===== src/rtl/temp_monitor_mc.sv =====
// Multi-channel BCD temperature trend monitor (INIT/STABLE/RISE/FALL/STEADY/ERROR).
// Latency: a sample strobed at edge t reports done at edge t+2; one sample per cycle.
// No backpressure: every in-range sample is accepted and always produces one done pulse.
module temp_monitor_mc #(
  parameter int DIGITS     = 3,
  parameter int CHANNELS   = 4,
  parameter int CH_W       = 2,
  parameter int STABLE_CNT = 4
) (
  input  logic                  clk,
  input  logic                  rst,
  input  logic                  en,
  input  logic [CH_W-1:0]       ch,
  input  logic [4*DIGITS-1:0]   temp_value,
  input  logic                  temp_value_sign,
  input  logic [4*DIGITS-1:0]   temp_delta,
  output logic                  done,
  output logic [CH_W-1:0]       done_ch,
  output logic [3:0]            state,
  output logic [4*CHANNELS-1:0] state_all
);

  // Binary magnitude fits in 4*DIGITS bits; one sign bit for values and two
  // extra bits for differences spanning +/-2*(10^DIGITS-1).
  localparam int MW = 4*DIGITS;
  localparam int VW = MW + 1;
  localparam int DW = MW + 2;
  localparam int CW = $clog2(STABLE_CNT + 1);

  function automatic int pow10(input int n);
    int r;
    r = 1;
    for (int i = 0; i < n; i++) r = r * 10;
    return r;
  endfunction

  localparam logic [MW-1:0] MAX_MAG = MW'(pow10(DIGITS) - 1);
  localparam logic [CW-1:0] CNT_SAT = CW'(STABLE_CNT);

  typedef enum logic [3:0] {
    ST_INIT   = 4'd0,
    ST_STABLE = 4'd1,
    ST_RISE   = 4'd2,
    ST_FALL   = 4'd3,
    ST_STEADY = 4'd4,
    ST_ERROR  = 4'd8
  } state_e;

  function automatic logic bcd_bad(input logic [MW-1:0] b);
    logic bad;
    bad = 1'b0;
    for (int i = 0; i < DIGITS; i++) begin
      if (b[4*i +: 4] > 4'd9) bad = 1'b1;
    end
    return bad;
  endfunction

  function automatic logic [MW-1:0] bcd2bin(input logic [MW-1:0] b);
    logic [MW-1:0] acc;
    acc = '0;
    for (int i = DIGITS - 1; i >= 0; i--) begin
      acc = acc * MW'(10) + MW'(b[4*i +: 4]);
    end
    return acc;
  endfunction

  // Per-channel storage
  logic signed [VW-1:0] old_q  [CHANNELS];
  logic                 seen_q [CHANNELS];
  logic [CW-1:0]        cnt_q  [CHANNELS];
  state_e               st_q   [CHANNELS];

  // Stage 1: decoded sample
  logic                 s1_vld_q;
  logic [CH_W-1:0]      s1_ch_q;
  logic signed [VW-1:0] s1_val_q;
  logic                 s1_err_q;
  logic [MW-1:0]        s1_dlt_q;

  // Stage 2: decoded sample plus channel history snapshot
  logic                 s2_vld_q;
  logic [CH_W-1:0]      s2_ch_q;
  logic signed [VW-1:0] s2_val_q;
  logic                 s2_err_q;
  logic [MW-1:0]        s2_dlt_q;
  logic signed [VW-1:0] s2_old_q;
  logic                 s2_seen_q;
  logic [CW-1:0]        s2_cnt_q;

  // Registered result
  logic                 done_q;
  logic [CH_W-1:0]      done_ch_q;
  state_e               state_q;

  // Input decode
  logic                 in_vld;
  logic [MW-1:0]        in_mag;
  logic signed [VW-1:0] in_mag_s;
  logic signed [VW-1:0] in_val;
  logic                 in_err;
  logic [MW-1:0]        in_dlt;

  // Decode BCD inputs; an illegal delta digit widens the band to the maximum.
  always_comb begin
    in_vld   = en && (32'(ch) < CHANNELS);
    in_mag   = bcd2bin(temp_value);
    in_err   = bcd_bad(temp_value);
    in_mag_s = $signed({1'b0, in_mag});
    in_val   = temp_value_sign ? -in_mag_s : in_mag_s;
    in_dlt   = bcd_bad(temp_delta) ? MAX_MAG : bcd2bin(temp_delta);
  end

  // Classification of the stage-2 sample and the channel history it leaves behind
  logic signed [DW-1:0] diff_d;
  logic [DW-1:0]        absd_d;
  logic [CW-1:0]        cnt_inc_d;
  logic signed [VW-1:0] old_d;
  logic                 seen_d;
  logic [CW-1:0]        cnt_d;
  state_e               st_d;

  // Compare against the snapshot; an errored sample leaves history untouched.
  always_comb begin
    diff_d    = DW'(s2_val_q) - DW'(s2_old_q);
    absd_d    = diff_d[DW-1] ? -diff_d : diff_d;
    cnt_inc_d = (s2_cnt_q == CNT_SAT) ? CNT_SAT : s2_cnt_q + CW'(1);
    old_d     = s2_old_q;
    seen_d    = s2_seen_q;
    cnt_d     = s2_cnt_q;
    st_d      = ST_ERROR;
    if (!s2_err_q) begin
      old_d  = s2_val_q;
      seen_d = 1'b1;
      if (!s2_seen_q) begin
        cnt_d = '0;
        st_d  = ST_STABLE;
      end else if (absd_d > {2'b00, s2_dlt_q}) begin
        cnt_d = '0;
        st_d  = diff_d[DW-1] ? ST_FALL : ST_RISE;
      end else begin
        cnt_d = cnt_inc_d;
        st_d  = (cnt_inc_d == CNT_SAT) ? ST_STEADY : ST_STABLE;
      end
    end
  end

  // Snapshot source: the history being written this cycle wins over storage
  // when the older sample targets the same channel.
  logic                 fwd_d;
  logic signed [VW-1:0] snap_old_d;
  logic                 snap_seen_d;
  logic [CW-1:0]        snap_cnt_d;

  always_comb begin
    fwd_d       = s2_vld_q && (s2_ch_q == s1_ch_q);
    snap_old_d  = fwd_d ? old_d  : old_q[s1_ch_q];
    snap_seen_d = fwd_d ? seen_d : seen_q[s1_ch_q];
    snap_cnt_d  = fwd_d ? cnt_d  : cnt_q[s1_ch_q];
  end

  // Pipeline registers; reset drops anything in flight.
  always_ff @(posedge clk) begin
    if (!rst) begin
      s1_vld_q  <= 1'b0;
      s1_ch_q   <= '0;
      s1_val_q  <= '0;
      s1_err_q  <= 1'b0;
      s1_dlt_q  <= '0;
      s2_vld_q  <= 1'b0;
      s2_ch_q   <= '0;
      s2_val_q  <= '0;
      s2_err_q  <= 1'b0;
      s2_dlt_q  <= '0;
      s2_old_q  <= '0;
      s2_seen_q <= 1'b0;
      s2_cnt_q  <= '0;
    end else begin
      s1_vld_q  <= in_vld;
      s1_ch_q   <= ch;
      s1_val_q  <= in_val;
      s1_err_q  <= in_err;
      s1_dlt_q  <= in_dlt;
      s2_vld_q  <= s1_vld_q;
      s2_ch_q   <= s1_ch_q;
      s2_val_q  <= s1_val_q;
      s2_err_q  <= s1_err_q;
      s2_dlt_q  <= s1_dlt_q;
      s2_old_q  <= snap_old_d;
      s2_seen_q <= snap_seen_d;
      s2_cnt_q  <= snap_cnt_d;
    end
  end

  // Channel history update, only for the addressed channel.
  always_ff @(posedge clk) begin
    if (!rst) begin
      for (int k = 0; k < CHANNELS; k++) begin
        old_q[k]  <= '0;
        seen_q[k] <= 1'b0;
        cnt_q[k]  <= '0;
        st_q[k]   <= ST_INIT;
      end
    end else if (s2_vld_q) begin
      old_q[s2_ch_q]  <= old_d;
      seen_q[s2_ch_q] <= seen_d;
      cnt_q[s2_ch_q]  <= cnt_d;
      st_q[s2_ch_q]   <= st_d;
    end
  end

  // Result pulse registers.
  always_ff @(posedge clk) begin
    if (!rst) begin
      done_q    <= 1'b0;
      done_ch_q <= '0;
      state_q   <= ST_INIT;
    end else begin
      done_q    <= s2_vld_q;
      done_ch_q <= s2_ch_q;
      state_q   <= st_d;
    end
  end

  assign done    = done_q;
  assign done_ch = done_ch_q;
  assign state   = state_q;

  // Flatten per-channel states onto the status bus.
  always_comb begin
    state_all = '0;
    for (int k = 0; k < CHANNELS; k++) begin
      state_all[4*k +: 4] = st_q[k];
    end
  end

endmodule


===== config.mk =====
export PLATFORM = sky130hd
export DESIGN_NAME = temp_monitor_mc
export DESIGN_NICKNAME = d
export VERILOG_FILES = /design/src/rtl/temp_monitor_mc.sv
export SDC_FILE = /design/constraint.sdc
export NUM_CORES = 1
export LEC_CHECK = 0
export ABC_AREA = 1
export BUFFER_PORTS_ARGS = -buffer_cell sky130_fd_sc_hd__buf_2
export CAP_MARGIN = 20
export CORE_MARGIN = 5
export CORE_UTILIZATION = 56
export DETAILED_ROUTE_END_ITERATION = 8
export HOLD_SLACK_MARGIN = 0.15
export PLACE_DENSITY_LB_ADDON = 0.15
export SLEW_MARGIN = 30
export SYNTH_ARGS = -nofsm -noshare
export SYNTH_HDL_FRONTEND = slang
export SYNTH_SLANG_ARGS = --single-unit

===== constraint.sdc =====
create_clock -name clk -period 11.6 [get_ports clk]
set_input_delay 1.16 -clock clk [delete_from_list [all_inputs] [get_ports clk]]
set_output_delay 1.16 -clock clk [all_outputs]
set_load 0.01 [all_outputs]

Word-level counts from Yosys, hierarchy flattened
Memories as Yosys holds them, arrays and structs flattened. A register that Yosys moved wholly into a read port is not among the register bits.
Index checks and enable logic that the tools add are counted.
Word-level totals
  bits in writable memories: 84
  memories: 4
  flip-flop bits (word level): 65
  word-level logic and storage cells: 86
  output and inout port bits: 23
  bits of input ports: 30
Memories
  old_q: depth 4, bits a word 13, read ports 1, clocked after Yosys merged registers in 1, write ports 4, line 68  | logic signed [VW-1:0] old_q [CHANNELS];
  st_q: depth 4, bits a word 4, read ports 4, clocked after Yosys merged registers in 0, write ports 4, line 71  | state_e st_q [CHANNELS];
  cnt_q: depth 4, bits a word 3, read ports 1, clocked after Yosys merged registers in 1, write ports 4, line 70  | logic [CW-1:0] cnt_q [CHANNELS];
  seen_q: depth 4, bits a word 1, read ports 1, clocked after Yosys merged registers in 1, write ports 4, line 69  | logic seen_q [CHANNELS];
Cells by class
  muxes and demuxes: 36
  bitwise gates (word level): 1
  equal/unequal tests: 2
  multiply operators: 4
  $add $sub $neg: 8
  magnitude comparators: 7
  reduce and logical (&&, ||, !) cells: 9
Operators with widths (count)
  $mux 13: 2
  $add 12x4->12: 2
  $gt 4x4->1 const B: 6
  $mux 3: 8
  $mul 9x3->11 const B: 2
  $add 8x4->9: 2
  $mux 1: 17
  $gt 14x12->1: 1
  $mul 4x3->7 const B: 2
  $mux 14: 1
  $neg 14->14: 1
  $sub 13x13->14: 1
  $neg 12->13: 1
  $reduce_or 13->1: 1
  $mux 12: 1
  $mux 10: 1
  $mux 2: 4
  $mux 4: 2
  $eq 3x3->1 const B: 2
  $reduce_or 4->1: 1
  $add 3x1->3 const B: 1
  $logic_not 1->1: 3
  $reduce_or 3->1: 1
  $reduce_and 2->1: 1
  3 further kinds: 3

Logic depth before layout (Yosys ltp)
  depth in word-level cells: 8
  gate-level depth with buffers: 31
  mapped depth without buffers: 30

Worst setup path after synthesis
Ideal clock, no wire load.
  path type: in2reg
  start: in temp_value[9]
  end: reg s1_val_q[11]
  required time: 11485 ps
  library setup time: 115 ps
  stages: 20
  slack: 7139 ps
  arrival: 4346 ps
  buffers on the path: 0
  path through: ha_1 ha_1 inv_1 fa_1 nor2_1 nand3_1 nand2_1 inv_1 ha_1 ha_1 a21oi_1 a21oi_1 o21ai_0 nand2_1 xor2_1 nand2_1 xor2_1 nand3_1 nand2_1 nor2_1
On the way
  cells in the longest elaborated chain, start to end: 6
Ends and longest elaborated chain
  start, declared: line 14  | input logic [4*DIGITS-1:0] temp_value,
  $mul 4x3->7 (*): line 62  | acc = acc * MW'(10) + MW'(b[4*i +: 4]);
  $add 8x4->9 (*): line 62
  $mul 9x3->11 (*): line 62
  $add 12x4->12 (*): line 62
  $neg 12->13: line 109  | in_val = temp_value_sign ? -in_mag_s : in_mag_s;
  $mux 12 (*): line 109
  end signal, assigned: line 180  | s1_val_q <= in_val;
  end, declared: line 76  | logic signed [VW-1:0] s1_val_q;
Mark *: on every way between the ends. The rest lies on a longest branch, timed or not.
A chain may end at the register's enable or synchronous reset.

Final worst setup path
Ends and elaborated chain as after synthesis.

==> flow_summary.yaml <==
worst_hold_path:
  hp-class: "flop to flop"
  holdPathStages: 2
timing:
  maxSlewHeadroom_pct: 40.8
  whs_ns: 0.403
  final-hold-violation-count: 0
  fin_crit_ns: 4.42
  max_slew.worst_pin.slew_ns: 0.888
  rsz0062_at_grt: "false"
  max_freq_mhz: 226
  post-route-period-util_pct: 38.1
  finalSetupViolations: 0
  skew_ns: 0.0118
  setup-tns-final_ns: 0
  slew_violations: 0
route:
  routed-via-count: 7633
  drcViolationCount: 0
  via_per_inst: 5.24
  detail_route.first_pass.iterations: 6
  first_iter_violations: 520
  wl_per_cell_um: 14.3
  wl_um: 20900
  antenna_left: 0
synth:
  synth_cells: 1180
  ys_top_cells_by_area: "edfxtp_1 (25%), dfxtp_1 (18%), ha_1 (10%), nand2_1 (7.8%), inv_1 (7.6%)"
  synth_top_area_cell: "edfxtp_1"
  synth_edf_count: 81
  ys.flop_type: "dfxtp_1"
  ys_seq_area_share_pct: 43.2
  synth.net_count: 1296
  async_reset_ff_share_pct: 0
  syn_avg_cell_area_um2: 8.11
  yosys_warnings: 0
  syn_area_um2: 9580
  ys_seq_elements: 166
  yosysUniqueCellTypes: 44
  yosys.area.top_type_share_pct: 25.4
setup_path:
  crit_chain: "buf_2, ha_1, ha_1, inv_1, fa_1, nor2_1, nand3_1, nand2_1, inv_1, ha_1, ha_1, a21oi_1, a21oi_1, o21ai_0, nand2_1, xor2_1, nand2_1, xor2_1, nand3_1, nand2_1, nor2_1"
  crit_buf_inv: 3
  reg2reg_depth: 25
  cp-start-kind: "primary input"
  criticalPathCategory: "primary input to flop"
  cp_num_cells: 21
  worst_ep_arrival_time_ns: 4.74
  crit_required_ns: 11.91
  cp_slowest_stage_delay_ns: 0.44
  crit_family: "adder cells"
  cp-end-kind: "flop"
  crit_fanout: 5
  cp_slowest_cell: "fa_1"
placement:
  hpwl_um: 14800
  portBuffers: 52
  place.gp.congestion: 0.859
global_routing:
  track_usage_pct: 21.9
  grt-ovfl-total: 0
  antenna_found_initial: 0
  grt_max_degree: 59
  grt_pass1_vias: 7375
  grt_pass1_wl_um: 35100
power_and_ir_drop:
  p_switching_w: 0.000741
  pwr-share-seq_pct: 33.9
  power_density_nw_per_um2: 187
  peakVddDrop_mv: 0.136
  p_int_w: 0.00125
  p_leak_nw: 5.17
  power_w: 0.00199
  pwr-share-clk_pct: 27.8
  pwr-share-comb_pct: 38.2
  switching_share_pct: 37.2
clock_tree:
  cts.clk_slew.worst_paths_ns: 0.07
  htreeDepth: 4
  hold_buffers: 0
  cts_tree: "built"
  clock_sinks: 166
  cts_max_path_buffers: 2
  cts_resized: 0
  clockRootBuffer: "clkbuf_16"
  cts_setup_buffers: 0
  cts_buffers: 17
  clkLatencyLatePin_ns: 0.43
finish:
  area_delta_synth_final_pct: 11.0
  drive_gt1_share_pct: 10.3
  antenna_cells: 0
  nNetsFinal: 1341
  final_core_util_pct: 63.7
outcome:
  status: "completed"
run:
  cap_viol_max_count: 0
floorplan:
  initial_core_util_pct: 57.3
  ioPinCount: 53
  chipHeight_um: 141
  coreArea_um2: 16700
  die_width_um: 141
  row_count: 47
  die_area_um2: 19800
## state kept, by name, summed over array words and instances, names as in the netlist, 4 cells and up
signal    cells
cnt_q        12
old_q        52
s1_dlt_q     12
s1_val_q     13
s2_dlt_q     12
s2_old_q     13
s2_val_q     13
seen_q        4
st_q         16
state         4
## path summary, 6_finish.rpt
path	startpoint	endpoint	slack, ns
worst min register to register	s1_val_q[6]	s2_val_q[6]	0.40
worst max register to register	s2_val_q[0]	st_q[1][0]	7.24
worst min-delay path	s1_val_q[6]	s2_val_q[6]	0.40
worst max-delay path	temp_value[9]	s1_val_q[11]	7.18
## power groups by stage
stage / registers, W / clock network, W / logic [W]
3_3_place_gp: 0.000688 / 0 / 0.000736
3_5_place_dp: 0.000689 / 0 / 0.000755
6_report: 0.000676 / 0.000555 / 0.000761
2_1_floorplan: 0.000686 / 0 / 0.000608
4_1_cts: 0.000676 / 0.000563 / 0.000762
5_1_grt: 0.000680 / 0.000592 / 0.000877
## synth_stat cells, drive strengths merged (3+ instances only)
library cell  instances
inv                 200
nor2                154
nand2               209
dfxtp                85
edfxtp               81
a31oi                 5
or2                   3
fa                    9
xnor2                15
o22ai                16
nor3                 20
o21a                 16
o21ai                77
nand3b                4
buf                   7
and2                  4
xor2                 29
nand3                48
ha                   77
a21oi                70
nand4                10
clkbuf               26
## layer usage
metal	vias to the layer above	GRT usage, %	routed length [um]
li1	3907	-	-
met1	3479	28.6	9390
met2	215	37.2	10000
met3	32	4.10	1110
met4	0	6.27	381
met5	-	0	0
## layout make-up
type | instances | area [um^2]
well taps | 220 | 275
fillers | 1511 | 6070
multi-input cells | 780 | 4570
inverters | 201 | 754
flip-flops and latches | 166 | 4130
repair buffers | 59 | 313
clock inverters | 15 | 163
clock buffers | 17 | 425
## worst reg2reg max path: stages, from the launching register on
cell and delay, ns:
dfxtp_1 0.37, inv_1 0.08, ha_1 0.19, inv_1 0.13, fa_1 0.43, inv_1 0.10
ha_1 0.15, inv_1 0.06, a21oi_1 0.11, nand3_1 0.12, nor2_2 0.14, nand4_1 0.15
nor2_2 0.16, nor2_1 0.07, xor2_1 0.14, ha_1 0.28, nand2_1 0.09, inv_1 0.04
a221oi_1 0.43, nand2_1 0.09, o21ai_0 0.20, nand3_4 0.15, nand2_1 0.10, nand3_1 0.07
nand2_1 0.17, nor2_1 0.06
## through the flow
step	area, um^2	std cells	setup slack (ns)
floorplan	9580	1180	7.14
detailed placement	10000	1426	6.76
CTS	10600	1458	7.19
global placement	10000	1426	6.84
finish	10600	1458	7.18
global route	10600	1458	6.67
## cells by family (layout without fill, tap and decap cells)
group / count (synthesis) / count (layout) / synth area share (%)
compound gates: 193 / 193 / 11.0
xor+xnor: 44 / 44 / 4.02
fa+ha+maj: 86 / 86 / 11.9
buf+inv: 234 / 292 / 9.29
flops: 166 / 166 / 43.2
simple gates: 457 / 457 / 20.5
## cell usage in the layout, fill, tap and decap left out, types with 8 or more instances in the layout
cell type,n
clkbuf_16,17
buf_2,52
ha_1,77
xnor2_1,15
o22ai_1,16
nor2_1,145
nand4_1,10
nor2_2,8
inv_1,194
fa_1,9
o21ai_0,75
nand2_2,13
nand3_1,45
dfxtp_1,85
a21oi_1,70
nand2_1,194
xor2_1,29
edfxtp_1,81
o21a_1,16
nor3_1,19
Note: power is estimated with default switching activity, not from simulation.
